## config.mk

```make
export PLATFORM = sky130hd
export DESIGN_NAME = mem_port_arbiter
export DESIGN_NICKNAME = d
export VERILOG_FILES = /design/src/rtl/mem_port_arbiter.sv
export SDC_FILE = /design/constraint.sdc
export NUM_CORES = 1
export LEC_CHECK = 0
export ABC_AREA = 1
export CAP_MARGIN = 5
export CORE_ASPECT_RATIO = 0.75
export CORE_MARGIN = 8
export CORE_UTILIZATION = 62
export CTS_CLUSTER_DIAMETER = 120
export CTS_CLUSTER_SIZE = 14
export DETAILED_ROUTE_END_ITERATION = 7
export DONT_BUFFER_PORTS = 1
export PLACE_DENSITY = 0.82
export SYNTH_ARGS = -nofsm -noshare
export SYNTH_HDL_FRONTEND = slang
export SYNTH_SLANG_ARGS = --single-unit
```

## constraint.sdc

```tcl
create_clock -name clk -period 2.43 [get_ports clk]
set_input_delay 0.243 -clock clk [delete_from_list [all_inputs] [get_ports clk]]
set_output_delay 0.243 -clock clk [all_outputs]
set_load 0.02 [all_outputs]
```

## src/rtl/mem_port_arbiter.sv

```systemverilog
// rtl/mem_port_arbiter.sv - round-robin arbiter sharing one BRAM port between two requesters
//
// Purpose:
//   Two requesters (req0 = CPU load/store path, req1 = external I/O agent) share
//   one port of a dual-port BRAM. Only one access is in flight at a time. A
//   request is acknowledged with a one-cycle grant pulse and completed with a
//   one-cycle done pulse. Ties are broken round-robin, so with both requesters
//   continuously asking the grants alternate 0,1,0,1,... and neither starves.
//   Every output comes straight from a register.
//
//   Timing, with the request sampled at edge c:
//     grant + mem signals    visible after edge c
//     write done             visible after edge c+1 (next arbitration edge c+2)
//     read done + rdata      visible after edge c+2 (next arbitration edge c+4)
//
// Ports:
//   clk                 system clock, rising edge
//   rst                 synchronous reset, active low
//   req0/req1           access request, held until the matching grant is seen
//   we0/we1             1 = write, 0 = read (valid while reqN high)
//   addr0/addr1         access address (valid while reqN high)
//   wdata0/wdata1       write data (valid while reqN high)
//   grant0/grant1       1-cycle pulse: request accepted
//   done0/done1         1-cycle pulse: access complete
//   rdata               read data, valid in the done cycle of a read, held otherwise
//   busy                high whenever the FSM is not idle
//   mem_addr/mem_data   BRAM address / write data
//   mem_we              BRAM write enable, high for exactly one cycle per write
//   mem_q               BRAM read data, valid one cycle after the address is sampled

module mem_port_arbiter #(
  parameter int ADDR_W = 10,
  parameter int DATA_W = 16
) (
  input  logic              clk,
  input  logic              rst,
  input  logic              req0,
  input  logic              req1,
  input  logic              we0,
  input  logic              we1,
  input  logic [ADDR_W-1:0] addr0,
  input  logic [ADDR_W-1:0] addr1,
  input  logic [DATA_W-1:0] wdata0,
  input  logic [DATA_W-1:0] wdata1,
  output logic              grant0,
  output logic              grant1,
  output logic              done0,
  output logic              done1,
  output logic [DATA_W-1:0] rdata,
  output logic              busy,
  output logic [ADDR_W-1:0] mem_addr,
  output logic [DATA_W-1:0] mem_data,
  output logic              mem_we,
  input  logic [DATA_W-1:0] mem_q
);

  typedef enum logic [1:0] {
    S_IDLE  = 2'd0,
    S_ISSUE = 2'd1,
    S_WAIT  = 2'd2,
    S_RESP  = 2'd3
  } state_t;

  state_t              r_state;
  logic                r_grant0;
  logic                r_grant1;
  logic                r_done0;
  logic                r_done1;
  logic                r_busy;
  logic [ADDR_W-1:0]   r_mem_addr;
  logic [DATA_W-1:0]   r_mem_data;
  logic                r_mem_we;
  logic [DATA_W-1:0]   r_rdata;
  logic                r_last;   // requester granted most recently
  logic                r_owner;  // requester whose access is in flight

  state_t              w_state;
  logic                w_grant0;
  logic                w_grant1;
  logic                w_done0;
  logic                w_done1;
  logic                w_busy;
  logic [ADDR_W-1:0]   w_mem_addr;
  logic [DATA_W-1:0]   w_mem_data;
  logic                w_mem_we;
  logic [DATA_W-1:0]   w_rdata;
  logic                w_last;
  logic                w_owner;
  logic                w_winner;

  // Sole requester wins; on a tie the one not served last time wins.
  assign w_winner = (req0 && req1) ? ~r_last : req1;

  always_comb begin
    w_state    = r_state;
    w_grant0   = 1'b0;
    w_grant1   = 1'b0;
    w_done0    = 1'b0;
    w_done1    = 1'b0;
    w_mem_we   = 1'b0;
    w_mem_addr = r_mem_addr;
    w_mem_data = r_mem_data;
    w_rdata    = r_rdata;
    w_last     = r_last;
    w_owner    = r_owner;

    case (r_state)
      S_IDLE: begin
        if (req0 || req1) begin
          w_owner    = w_winner;
          w_last     = w_winner;
          w_mem_addr = w_winner ? addr1  : addr0;
          w_mem_data = w_winner ? wdata1 : wdata0;
          w_mem_we   = w_winner ? we1    : we0;
          w_grant0   = ~w_winner;
          w_grant1   = w_winner;
          w_state    = S_ISSUE;
        end
      end

      // r_mem_we still holds the latched direction of the access here; the
      // default above drops it so the BRAM sees exactly one write cycle.
      S_ISSUE: begin
        if (r_mem_we) begin
          w_done0 = ~r_owner;
          w_done1 = r_owner;
          w_state = S_IDLE;
        end else begin
          w_state = S_WAIT;
        end
      end

      // The BRAM sampled the address at the end of ISSUE, so mem_q is valid now.
      S_WAIT: begin
        w_rdata = mem_q;
        w_done0 = ~r_owner;
        w_done1 = r_owner;
        w_state = S_RESP;
      end

      // done/rdata are visible this cycle; arbitration resumes once back in IDLE.
      S_RESP: begin
        w_state = S_IDLE;
      end

      default: begin
        w_state = S_IDLE;
      end
    endcase

    w_busy = (w_state != S_IDLE);
  end

  always_ff @(posedge clk) begin
    if (!rst) begin
      r_state    <= S_IDLE;
      r_grant0   <= 1'b0;
      r_grant1   <= 1'b0;
      r_done0    <= 1'b0;
      r_done1    <= 1'b0;
      r_busy     <= 1'b0;
      r_mem_addr <= '0;
      r_mem_data <= '0;
      r_mem_we   <= 1'b0;
      r_rdata    <= '0;
      r_last     <= 1'b1;   // requester 0 wins the first tie
      r_owner    <= 1'b0;
    end else begin
      r_state    <= w_state;
      r_grant0   <= w_grant0;
      r_grant1   <= w_grant1;
      r_done0    <= w_done0;
      r_done1    <= w_done1;
      r_busy     <= w_busy;
      r_mem_addr <= w_mem_addr;
      r_mem_data <= w_mem_data;
      r_mem_we   <= w_mem_we;
      r_rdata    <= w_rdata;
      r_last     <= w_last;
      r_owner    <= w_owner;
    end
  end

  assign grant0   = r_grant0;
  assign grant1   = r_grant1;
  assign done0    = r_done0;
  assign done1    = r_done1;
  assign busy     = r_busy;
  assign mem_addr = r_mem_addr;
  assign mem_data = r_mem_data;
  assign mem_we   = r_mem_we;
  assign rdata    = r_rdata;

  a_grant_excl: assert property (@(posedge clk) disable iff (!rst) !(r_grant0 && r_grant1));
  a_done_excl:  assert property (@(posedge clk) disable iff (!rst) !(r_done0 && r_done1));
  a_we_issue:   assert property (@(posedge clk) disable iff (!rst) r_mem_we |-> (r_state == S_ISSUE));

endmodule

```

After elaboration in Yosys (flattened, before gate mapping)
Cells that the tools add are included.
{"block": "word_totals", "reg_bits": 52, "latch_bits": 0, "ram_bits": 0, "romBits": 0, "inputBits": 74, "out_inout_bits": 48, "wordCells": 35, "n_memories": 0}
{"block": "classes", "addsub": 0, "multipliers": 0, "n_div": 0, "order_cmp": 0, "eq_ne": 3, "n_shift": 0, "n_mux": 11, "bitwise_logic": 3, "reduce_logical": 6}
{"op": "$mux 16", "count": 1}
{"op": "$mux 10", "count": 1}
{"op": "$pmux 2 s4", "count": 1}
{"op": "$eq 2x2->1 const B", "count": 2}
{"op": "$mux 1", "count": 4}
{"op": "$mux 2", "count": 2}
{"op": "$pmux 1 s2", "count": 2}
{"op": "$not 1->1", "count": 3}
{"op": "$reduce_and 3->1", "count": 1}
{"op": "$eq 2x1->1 const B", "count": 1}
{"op": "$logic_not 2->1", "count": 1}
{"op": "$reduce_and 2->1", "count": 1}
{"op": "$reduce_bool 2->1", "count": 1}
{"op": "$logic_and 1x1->1", "count": 1}
{"op": "$logic_or 1x1->1", "count": 1}

Logic depth before layout (Yosys ltp)
{"block": "logic_depth", "ltp_word": 4, "ltp_mapped": 8, "depth_no_buf": 7}

Worst setup path after synthesis
No wires, ideal clock.
{"block": "synth_path", "path_kind": "reg2reg", "startpoint": "register r_state[0]", "endpoint": "register r_rdata[10] (netlist: rdata[10])", "setup_ns": 0.116, "arrival_time_ns": 1.208, "t_required_ns": 2.314, "setup_slack_ns": 1.106, "stages_incl_launch_ff": 7, "n_path_buf": 1, "period_less_slack_ns": 1.324, "path_cell_list": "dfxtp_1 inv_1 ha_1 clkinv_1 clkbuf_1 nor2_1 nor2_1"}
{"block": "synth_between", "elab_chain_cells": 1}
{"item": "start, declared", "line_no": "64", "text": "state_t r_state;"}
{"item": "start signal, assigned", "line_no": "169", "text": "r_state <= w_state;"}
{"item": "$eq 2x2->1", "line_no": "107", "text": "case (r_state)"}
{"item": "end signal, assigned", "line_no": "178", "text": "r_rdata <= w_rdata;"}
{"item": "end, declared", "line_no": "73", "text": "logic [DATA_W-1:0] r_rdata;"}
Every way passes these cells.
A chain may end at the register's enable or synchronous reset.

Worst setup path after layout
{"block": "layout_path", "startpoint": "register r_state[0]", "endpoint": "register r_mem_addr[9] (netlist: mem_addr[9])"}
{"block": "layout_between", "elab_chain_cells": 2}
{"item": "$logic_not 2->1", "line_no": "107"}
{"item": "$reduce_and 2->1 (no line)"}
{"item": "end signal, assigned", "line_no": "175", "text": "r_mem_addr <= w_mem_addr;"}
{"item": "end, declared", "line_no": "70", "text": "logic [ADDR_W-1:0] r_mem_addr;"}
Every way passes these cells.

==> flow_summary_export.csv <==
group,metric,value,unit
clocking,clk_pin_slew_worst_paths,100,ps
timing,tightest_slew,694.8,ps
grt,overflow,0,
drt,drc_errors,0,
setup_path,cp_data_arrival_time,1880,ps
setup_path,cp_max_fo,19,
timing,rsz0062_at_grt,"false",
yosys,syn-cell-area,2298,um2
floorplan,die_w,86.31,um
yosys,yosys_warnings,0,
timing,clock_skew,6.457,ps
timing,finalSetupTns,0,ps
drt,drtIter0Drc,118,
setup_path,cpLargestDelayFamily,"simple AND/OR/NAND/NOR gates",
clocking,cts_setup_buffers,0,
timing,setup_violations,0,
pwr,peakVddDrop,0.0006469,V
clocking,cts_sinks,52,
clocking,cts_tree,"yes",
timing,holdWs,28.02,ps
final_layout,antenna-diode-count,0,
yosys,synth_nets,411,
grt,grt_pass1_vias,1853,
run_status,status,"finished clean",
floorplan,die_area,5932,um2
grt,grt_first_pass_wirelength,8.535,mm
setup_path,start_kind,"flop",
flow_run,cap_viol_max_count,0,
yosys,yosys.cell_types.count,17,
yosys,ys_ff_latch,52,
worst_hold_path,hold_class,"primary input to flop",
drt,vias,1959,
grt,antenna_found_initial,0,
setup_path,slowest_delay,320,ps
clocking,postCtsHoldBufs,0,
final_layout,drive_gt1_share,4.321,%
timing,hold_violations,0,
final_layout,area_delta_synth_final,4.518,%
timing,max_freq,0.5953,GHz
setup_path,cp-end-kind,"flop",
floorplan,die_h,68.73,um
place,gp_congestion,0.8143,
setup_path,path_cells,"inv_1 > ha_1 > inv_1 > nor2_4 > buf_4 > nand2_1 > nor2_1 > nor2_1",
yosys,syn_area_per_cell,6.923,um2
timing,post-route-min-period,1680,ps
clocking,cts_resized,0,
grt,grt_usage,18.09,%
place,placed_area,2306,um2
drt,wl_per_cell,14.52,um
place,hpwl,4.069,mm
final_layout,finalNetCount,402,
clocking,worstSkewPairLatency,300,ps
floorplan,rows,19,
clocking,cts.htree.levels,2,
timing,post-route-period-util,69.12,%
yosys,ys_seq_area_share,45.29,%
clocking,numCtsBuffers,5,
setup_path,worst-setup-path-type,"flop to flop",
floorplan,pin_count,122,
place,port_buffers,0,
pwr,leakage,1.137,nW
drt,via_per_inst,5.210,
setup_path,required,2630,ps
clocking,cts_buffer_depth,2,
timing,finalMaxSlewViolations,0,
drt,dr.pass1.iters,4,
floorplan,initial_core_util,63.61,%
setup_path,slowest_stage,"dfxtp_1",
final_layout,final_cell_mix,"101 x nor2_1, 52 x dfxtp_1, 48 x nand2_1",
drt,finalWirelength,5.459,mm
final_layout,mostFrequentLayoutCell,"nor2_1",
floorplan,core_area,3613,um2
yosys,netlist_instances,332,
timing,relSlewSlack,53.57,%
setup_path,worstPathBufferInverterCount,3,
clocking,clock-root-buffer,"clkbuf_8",
drt,antenna_left,0,
grt,grt_max_degree,49,
final_layout,fin_area,2402,um2
pwr,power.density,1178,nW/um2
[synthesized netlist by cell type, drive strengths merged]
| library cell | number | share of area [%] |
|---|---|---|
| nor2 | 103 | 17 |
| dfxtp | 52 | 45 |
| nand2 | 48 | 7.8 |
| o21ai | 45 | 9.8 |
| inv | 21 | 3.4 |
| nand3 | 19 | 4.1 |
| a21boi | 15 | 4.9 |
| buf | 11 | 2.3 |
| clkbuf | 9 | 1.5 |
| ha | 5 | 2.7 |
| a21oi | 3 | 0.65 |
| clkinv | 1 | 0.16 |
[report_power, final]
| part | switching (mW) | internal, mW |
|---|---|---|
| logic | 0.477 | 0.271 |
| registers | 0.462 | 1.11 |
| clock network | 0.296 | 0.212 |
[metrics by stage]
step | power (mW) | utilization, % | worst slack (ps) | std cells
3_5_place_dp | 2.356 | 63.82 | 764.4 | 368
3_3_place_gp | 2.321 | 63.82 | 835.9 | 368
6_report | 2.830 | 66.48 | 750.3 | 376
5_1_grt | 3.057 | 66.48 | 566.4 | 376
2_1_floorplan | 2.177 | - | 1106 | 332
4_1_cts | 2.860 | 66.48 | 748.3 | 376
[per-layer routing]
metal,wire length [um],part of all wire (%),track usage [%],vias up
met5,0,0,0,-
li1,-,-,-,1021
met4,43,0.79,5.128,0
met1,2187,40,18.89,857
met2,2454,45,31.20,76
met3,773,14,10.30,5
[registers in the layout, summed over array words and instances (netlist names)]
signal	count
r_last	1
busy	1
done0	1
mem_data	16
done1	1
rdata	16
mem_we	1
grant1	1
grant0	1
r_state	2
r_owner	1
mem_addr	10
[cell families (layout without fill, tap and decap cells)]
| kind of cell | Yosys count | in the layout | share of synthesized area [%] |
|---|---|---|---|
| AO/OA/AOI/OAI | 63 | 63 | 15.35 |
| flip-flops | 52 | 52 | 45.29 |
| AND/OR/NAND/NOR | 170 | 170 | 29.23 |
| buffers and inverters | 42 | 34 | 7.403 |
| adder cells (fa/ha/maj) | 5 | 5 | 2.722 |
[area by class of cell]
cell class	instances	area, um2
clock inverter	3	27.53
inverter	22	82.58
tap	52	65.06
sequential	52	1041
clock buffer	5	68.82
timing repair buffer	4	30.03
fill	344	1211
multi-input combinational	238	1087
[worst paths after layout]
check / startpoint / to / slack, ps / cells after the start
setup / recovery: r_state[0]$_SDFF_PN0_ / mem_addr[9]$_SDFFE_PN0P_ / 750 / 8
hold / removal: rst / r_last$_SDFFE_PN1P_ / 30 / 1
setup reg to reg: r_state[0]$_SDFF_PN0_ / mem_addr[9]$_SDFFE_PN0P_ / 750 / 8
hold reg to reg: r_owner$_SDFFE_PN0P_ / done0$_SDFF_PN0_ / 450 / 1
No activity file was read; power rests on OpenSTA's default activity.
